<file path="config.mk">
export PLATFORM = sky130hd
export DESIGN_NAME = toeplitz_src_buf
export DESIGN_NICKNAME = d
export VERILOG_FILES = /design/src/rtl/toeplitz_src_buf.sv
export SDC_FILE = /design/constraint.sdc
export NUM_CORES = 2
export LEC_CHECK = 0
export ABC_AREA = 1
export BUFFER_PORTS_ARGS = -buffer_cell sky130_fd_sc_hd__buf_4
export CAP_MARGIN = 20
export CORE_MARGIN = 2
export CORE_UTILIZATION = 49
export DETAILED_ROUTE_END_ITERATION = 10
export GPL_TIMING_DRIVEN = 0
export REMOVE_ABC_BUFFERS = 1
export SLEW_MARGIN = 40
export SYNTH_ARGS = -nofsm -noshare
export SYNTH_HDL_FRONTEND = slang
export SYNTH_SLANG_ARGS = --single-unit
</file>
<file path="constraint.sdc">
create_clock -name clk -period 3.4 [get_ports clk]
set_clock_uncertainty 0.05 [all_clocks]
set_input_delay 0.68 -clock clk [delete_from_list [all_inputs] [get_ports clk]]
set_output_delay 0.68 -clock clk [all_outputs]
set_load 0.005 [all_outputs]
</file>
<file path="src/rtl/toeplitz_src_buf.sv">
// toeplitz_src_buf: single-bank coefficient buffer that loads a matrix, starts toeplitz_mat, then serves its reads
//   clk, rst        : clock, synchronous active-high reset
//   wr_valid/wr_data/wr_ready : valid/ready write stream of DW-bit coefficients
//   start           : one-cycle pulse when the bank is full
//   addr/rd/data    : engine read port, one-cycle registered read latency
//   done            : engine finished, bank reopens for loading
//   fill            : words written in the current load
//   busy            : bank owned by the engine (START or SERVE)
module toeplitz_src_buf #(
  parameter int DW    = 16,
  parameter int AW    = 8,
  parameter int DEPTH = 256
) (
  input  logic          clk,
  input  logic          rst,
  input  logic          wr_valid,
  input  logic [DW-1:0] wr_data,
  output logic          wr_ready,
  output logic          start,
  input  logic [AW-1:0] addr,
  input  logic          rd,
  output logic [DW-1:0] data,
  input  logic          done,
  output logic [AW:0]   fill,
  output logic          busy
);
  typedef enum logic [1:0] {LOAD, START, SERVE} state_t;
  localparam logic [AW:0] DEPTH_L = (AW+1)'(DEPTH);
  localparam logic [AW-1:0] LAST_L = AW'(DEPTH-1);
  state_t state_q, state_d;
  logic [AW-1:0] wr_ptr_q, wr_ptr_d;
  logic [AW:0] fill_q, fill_d;
  logic [DW-1:0] data_q, data_d;
  logic [DW-1:0] mem [DEPTH];
  logic acc, last, rel;
  assign acc  = wr_valid && wr_ready;
  assign last = acc && wr_ptr_q == LAST_L;
  assign rel  = state_q == SERVE && done;
  always_ff @(posedge clk) begin
    if (rst) begin
      state_q  <= LOAD;
      wr_ptr_q <= '0;
      fill_q   <= '0;
      data_q   <= '0;
    end else begin
      state_q  <= state_d;
      wr_ptr_q <= wr_ptr_d;
      fill_q   <= fill_d;
      data_q   <= data_d;
    end
  end
  always_ff @(posedge clk) begin
    if (acc) mem[wr_ptr_q] <= wr_data;
  end
  always_comb begin
    state_d  = state_q == LOAD  ? (last ? START : LOAD) :
               state_q == START ? SERVE :
               (done ? LOAD : SERVE);
    wr_ptr_d = rel ? '0 : acc ? wr_ptr_q + 1'b1 : wr_ptr_q;
    // acc is only possible in LOAD before the last word, so fill stops at DEPTH
    fill_d   = rel ? '0 : (acc && fill_q != DEPTH_L) ? fill_q + 1'b1 : fill_q;
    data_d   = (state_q == SERVE && rd) ? ({1'b0, addr} < DEPTH_L ? mem[addr] : '0) : data_q;
  end
  always_comb begin
    wr_ready = state_q == LOAD && !rst;
    start    = state_q == START;
    busy     = state_q != LOAD;
    data     = data_q;
    fill     = fill_q;
  end
endmodule

</file>
# After elaboration in Yosys (flattened, before gate mapping)
# Memories as Yosys holds them, arrays and structs flattened. A register that Yosys moved wholly into a read port is not among the register bits.
# Cells that the tools add are included.
dict set report totals {
  mem_count 1
  output_inout_bits 28
  inputBits 29
  mem_bits_rw 4096
  regBits 19
}
dict set report op_classes {
  n_eq_ne 4
  n_mux 6
  reduce_logical 10
  add_sub_neg 2
}
# name depth word_bits read_ports rd_ports_with_merged_regs write_ports line_no
set memory_table {}
lappend memory_table {mem 256 16 1 1 1 34} ;# logic [DW-1:0] mem [DEPTH];
# op count
set ops {}
lappend ops {{adder 9 x 1 -> 9 bit (second input constant)} 1}
lappend ops {{!= test 9 bit (second input constant)} 1}
lappend ops {{adder 8 x 1 -> 8 bit (second input constant)} 1}
lappend ops {{equality test 8 bit (second input constant)} 1}
lappend ops {{logical AND 1 bit} 6}
lappend ops {{two-way mux 2 bit} 3}
lappend ops {{two-way mux 1 bit} 3}
lappend ops {{equality test 2 x 1 -> 1 bit (second input constant)} 1}
lappend ops {{equality test 2 bit (second input constant)} 1}
lappend ops {{zero test 2 bit} 1}
lappend ops {{nonzero test 2 bit} 1}
lappend ops {{OR reduction 2 bit} 1}
lappend ops {{zero test 1 bit} 1}

# Depth between registers and ports, before layout
dict set report logic_depth {
  ltp_word 6
  ltp_mapped 17
  depth_no_buf 13
}

# Worst setup path before layout
# OpenSTA, ideal clock, no wires.
dict set report synth_path {
  path_kind {in2reg}
  start {input rst}
  end {memory mem[191][0] (enable)}
  path_buffers 0
  arrival_time_ns 2.658
  stages 7
  path_slack_ns 0.283
  setup_ns 0.409
  cell_sequence {nor2_1 -> nand2_2 -> nor2_1 -> inv_1 -> nor2_2 -> nand2_1 -> nor3_1}
}
dict set report synth_between {
  elab_chain_len 5
}
# item line_no
set synth_lines {}
lappend synth_lines {{start: declaration} 15} ;# input logic rst,
lappend synth_lines {{zero test 1 bit} 65} ;# wr_ready = state_q == LOAD && !rst;
lappend synth_lines {{logical AND 1 bit} 65}
lappend synth_lines {{logical AND 1 bit} 36} ;# assign acc = wr_valid && wr_ready;
lappend synth_lines {{two-way mux 1 bit} 53} ;# if (acc) mem[wr_ptr_q] <= wr_data;
lappend synth_lines {{two-way mux 1 bit (implied by the code)} 53}
lappend synth_lines {{end: declaration} 34}
# No other way between the ends.

==> results.tsv <==
stage	metric	value	unit
worst_setup_path	r2r_slack	120	ps
sta	holdWs	49.6	ps
synthesis	avgSynthCellArea	12.1	um2
floorplanning	die-area	345000	um2
drt	wl	493	mm
drt	drt_iter0_drc	13800	
power_and_ir_drop	power_density	560	nW/um2
flow_run	drv_cap	0	
drt	drc_errors	0	
clocking	cts_htree_levels	5	
synthesis	synth_compound_area_share	0.142	%
sta	worstMarginPinSlew	941	ps
synthesis	synth_cells	13700	
place	dp_hpwl	272	mm
clocking	clock_path_buffers	4	
global_routing	grt_pass1_wl	708	mm
sta	setup_violations	6	
synthesis	synth_simple_gate_area_share	22.4	%
drt	first_pass_iters	7	
worst_setup_path	worstPathArrival	4390	ps
synthesis	seq_area_frac_synth	74.2	%
power_and_ir_drop	peakVddDrop	0.000451	V
finish	final_nets	13700	
finish	final_common_cell	nand2_1	
status	status	finished, violations left	
drt	vias_per_cell	5.96	
synthesis	synthDistinctLibCells	32	
power_and_ir_drop	p_total	108	mW
status	violations	negative setup slack	
clocking	numCtsBuffers	416	
floorplanning	core	339000	um2
floorplanning	dieHeight	587	um
finish	utilization	56.7	%
sta	rsz0062_at_grt	false	
worst_setup_path	critical_path.max_fanout	59	
sta	finalHoldViolCount	0	
sta	relSlewSlack	37.3	%
finish	synthToLayoutAreaGrowth	15.4	%
floorplanning	ios	57	
floorplanning	start_util	49.1	%
synthesis	synth_top_area_cell	edfxtp_1	
synthesis	yosysTopAreaCellShare	73.8	%
place	portBuffers	56	
global_routing	grtUsageTotal	27.8	%
global_routing	grt_pass1_vias	103000	
synthesis	synth.area.top_cells	edfxtp_1 (74%), nand3_1 (12%), nand2_1 (9.5%), buf_2 (1.5%), buf_4 (0.72%)	
floorplanning	rows	214	
place	routabilityCongestion	0.787	
sta	max_freq	283	MHz
floorplanning	die_x	587	um
drt	vias	111000	
global_routing	antenna_found_initial	5	
synthesis	syn_area	167000	um2
global_routing	overflow	0	
drt	wl_per_cell	26.6	um
finish	drive_above_1_share	9.75	%
power_and_ir_drop	leakagePower	66.5	nW
synthesis	synthMuxAreaShare	0	%
finish	layout_common_cells	nand2_1 (4,184), edfxtp_1 (4,096), nand3_1 (3,999), clkbuf_16 (437), nor2_4 (257)	
sta	finalWorstSetupSlack	-131	ps
clocking	clk_pin_slew	60	ps
synthesis	synth_xor_area_share	0.0210	%
synthesis	synth_top_family_by_area	simple AND/OR/NAND/NOR gates	
sta	finalMaxSlewViolations	0	
synthesis	ys_warn_count	0	
clocking	cts_tree	yes	
synthesis	synth_adder_area_share	0.0451	%
worst_setup_path	worstSetupStartpointType	input port	
clocking	cts.sink_count	4131	
sta	fin_crit	3530	ps
min_path	min_path_type	input port to register	
worst_setup_path	crit_type	input port to register	
global_routing	grt_max_degree	146	
clocking	cts_root_buf	clkbuf_16	
worst_setup_path	crit_path_end_kind	register	
drt	detail-route-antenna-nets	0	
sta	period_share	104	%
worst_setup_path	critPathRequiredTime	4260	ps
synthesis	synth_seq_cells	4131	
clocking	clock_latency	970	ps
-- final timing paths --
path,startpoint,to,cells after the start
max,addr[3],data[8]$_SDFFE_PP0P_,15
min,wr_data[14],mem[106][14]$_DFFE_PP_,1
max reg2reg,state_q[1]$_SDFF_PP0_,mem[254][8]$_DFFE_PP_,10
min reg2reg,fill[0]$_SDFFE_PP0P_,fill[0]$_SDFFE_PP0P_,2
-- repair_timing --
item | in CTS | in global routing
gates resized for setup | 57 | 36
hold buffers | 6 | 0
hold endpoints to repair | 43 | 0
pin swaps | 11 | 7
cloned | 53 | 11
buffers inserted | 14 | 9
endpoints found under the setup margin | 2940 | 205
-- stage by stage --
step	setup TNS (ps)	area (um2)	setup slack, ps	cells
floorplan	-124250	162000	-7780	12800
detailed placement	-1480350	176000	-2570	17700
global route	0	192000	3.37	18500
global placement	-	168000	-106330	17400
CTS	-3.89	192000	-3.89	18500
finish	-406	192000	-131	18500
-- registers in the layout (all words and copies together), names as in the netlist --
signal,count
wr_ptr_q,8
state_q,2
mem,4096
fill,9
data,16
-- final cells by class --
class | count | area [um2]
Antenna cell | 5 | 12.5
Clock buffer | 526 | 11000
Clock inverter | 214 | 2030
Fill cell | 26900 | 147000
Inverter | 55 | 300
Multi-Input combinational cell | 8617 | 40200
Sequential cell | 4131 | 124000
Tap cell | 4536 | 5680
Timing Repair Buffer | 450 | 9220
Timing Repair inverter | 4 | 35.0
-- per-layer routing --
metal | vias up | GRT usage [%] | share of wire (%)
li1 | 49000 | - | -
met1 | 54800 | 39.6 | 40
met2 | 5827 | 43.2 | 46
met3 | 897 | 4.25 | 9.7
met4 | 6 | 10.9 | 4.1
met5 | - | 0 | 0.0081
-- synth_stat cells, drive strengths merged --
library cell	n
a2111oi	1
a211oi	1
a21oi	9
and3	1
buf	794
clkbuf	149
clkinv	2
dfxtp	35
edfxtp	4096
ha	6
inv	53
nand2	4214
nand3	4061
nand4	5
nor2	281
nor3	4
nor3b	2
nor4	2
o21a	17
o21ai	8
o21bai	1
xnor2	1
xor2	3
-- cells by family after synthesis --
group,count (synthesis)
XOR/XNOR,4
AND/OR/NAND/NOR,8570
flip-flops,4131
buffers and inverters,998
adder cells (fa/ha/maj),6
AO/OA/AOI/OAI,37
-- where the power goes --
part	switching, mW	leakage (nW)	internal [mW]
logic	5.07	23.0	1.87
registers	0.00884	37.1	56.0
clock network	19.0	6.39	25.7
-- critical path: stages --
cell and delay, ps:
buf_8 300, buf_16 320, buf_16 310, inv_16 160, buf_16 260, buf_16 260, nand3_1 240, nand3_1 230
nand3_1 130, nand3_1 560, nand2_1 240, nand2_1 70, nand3_1 90, nand2_1 70, inv_1 40
No activity file was read; power rests on OpenSTA's default activity.
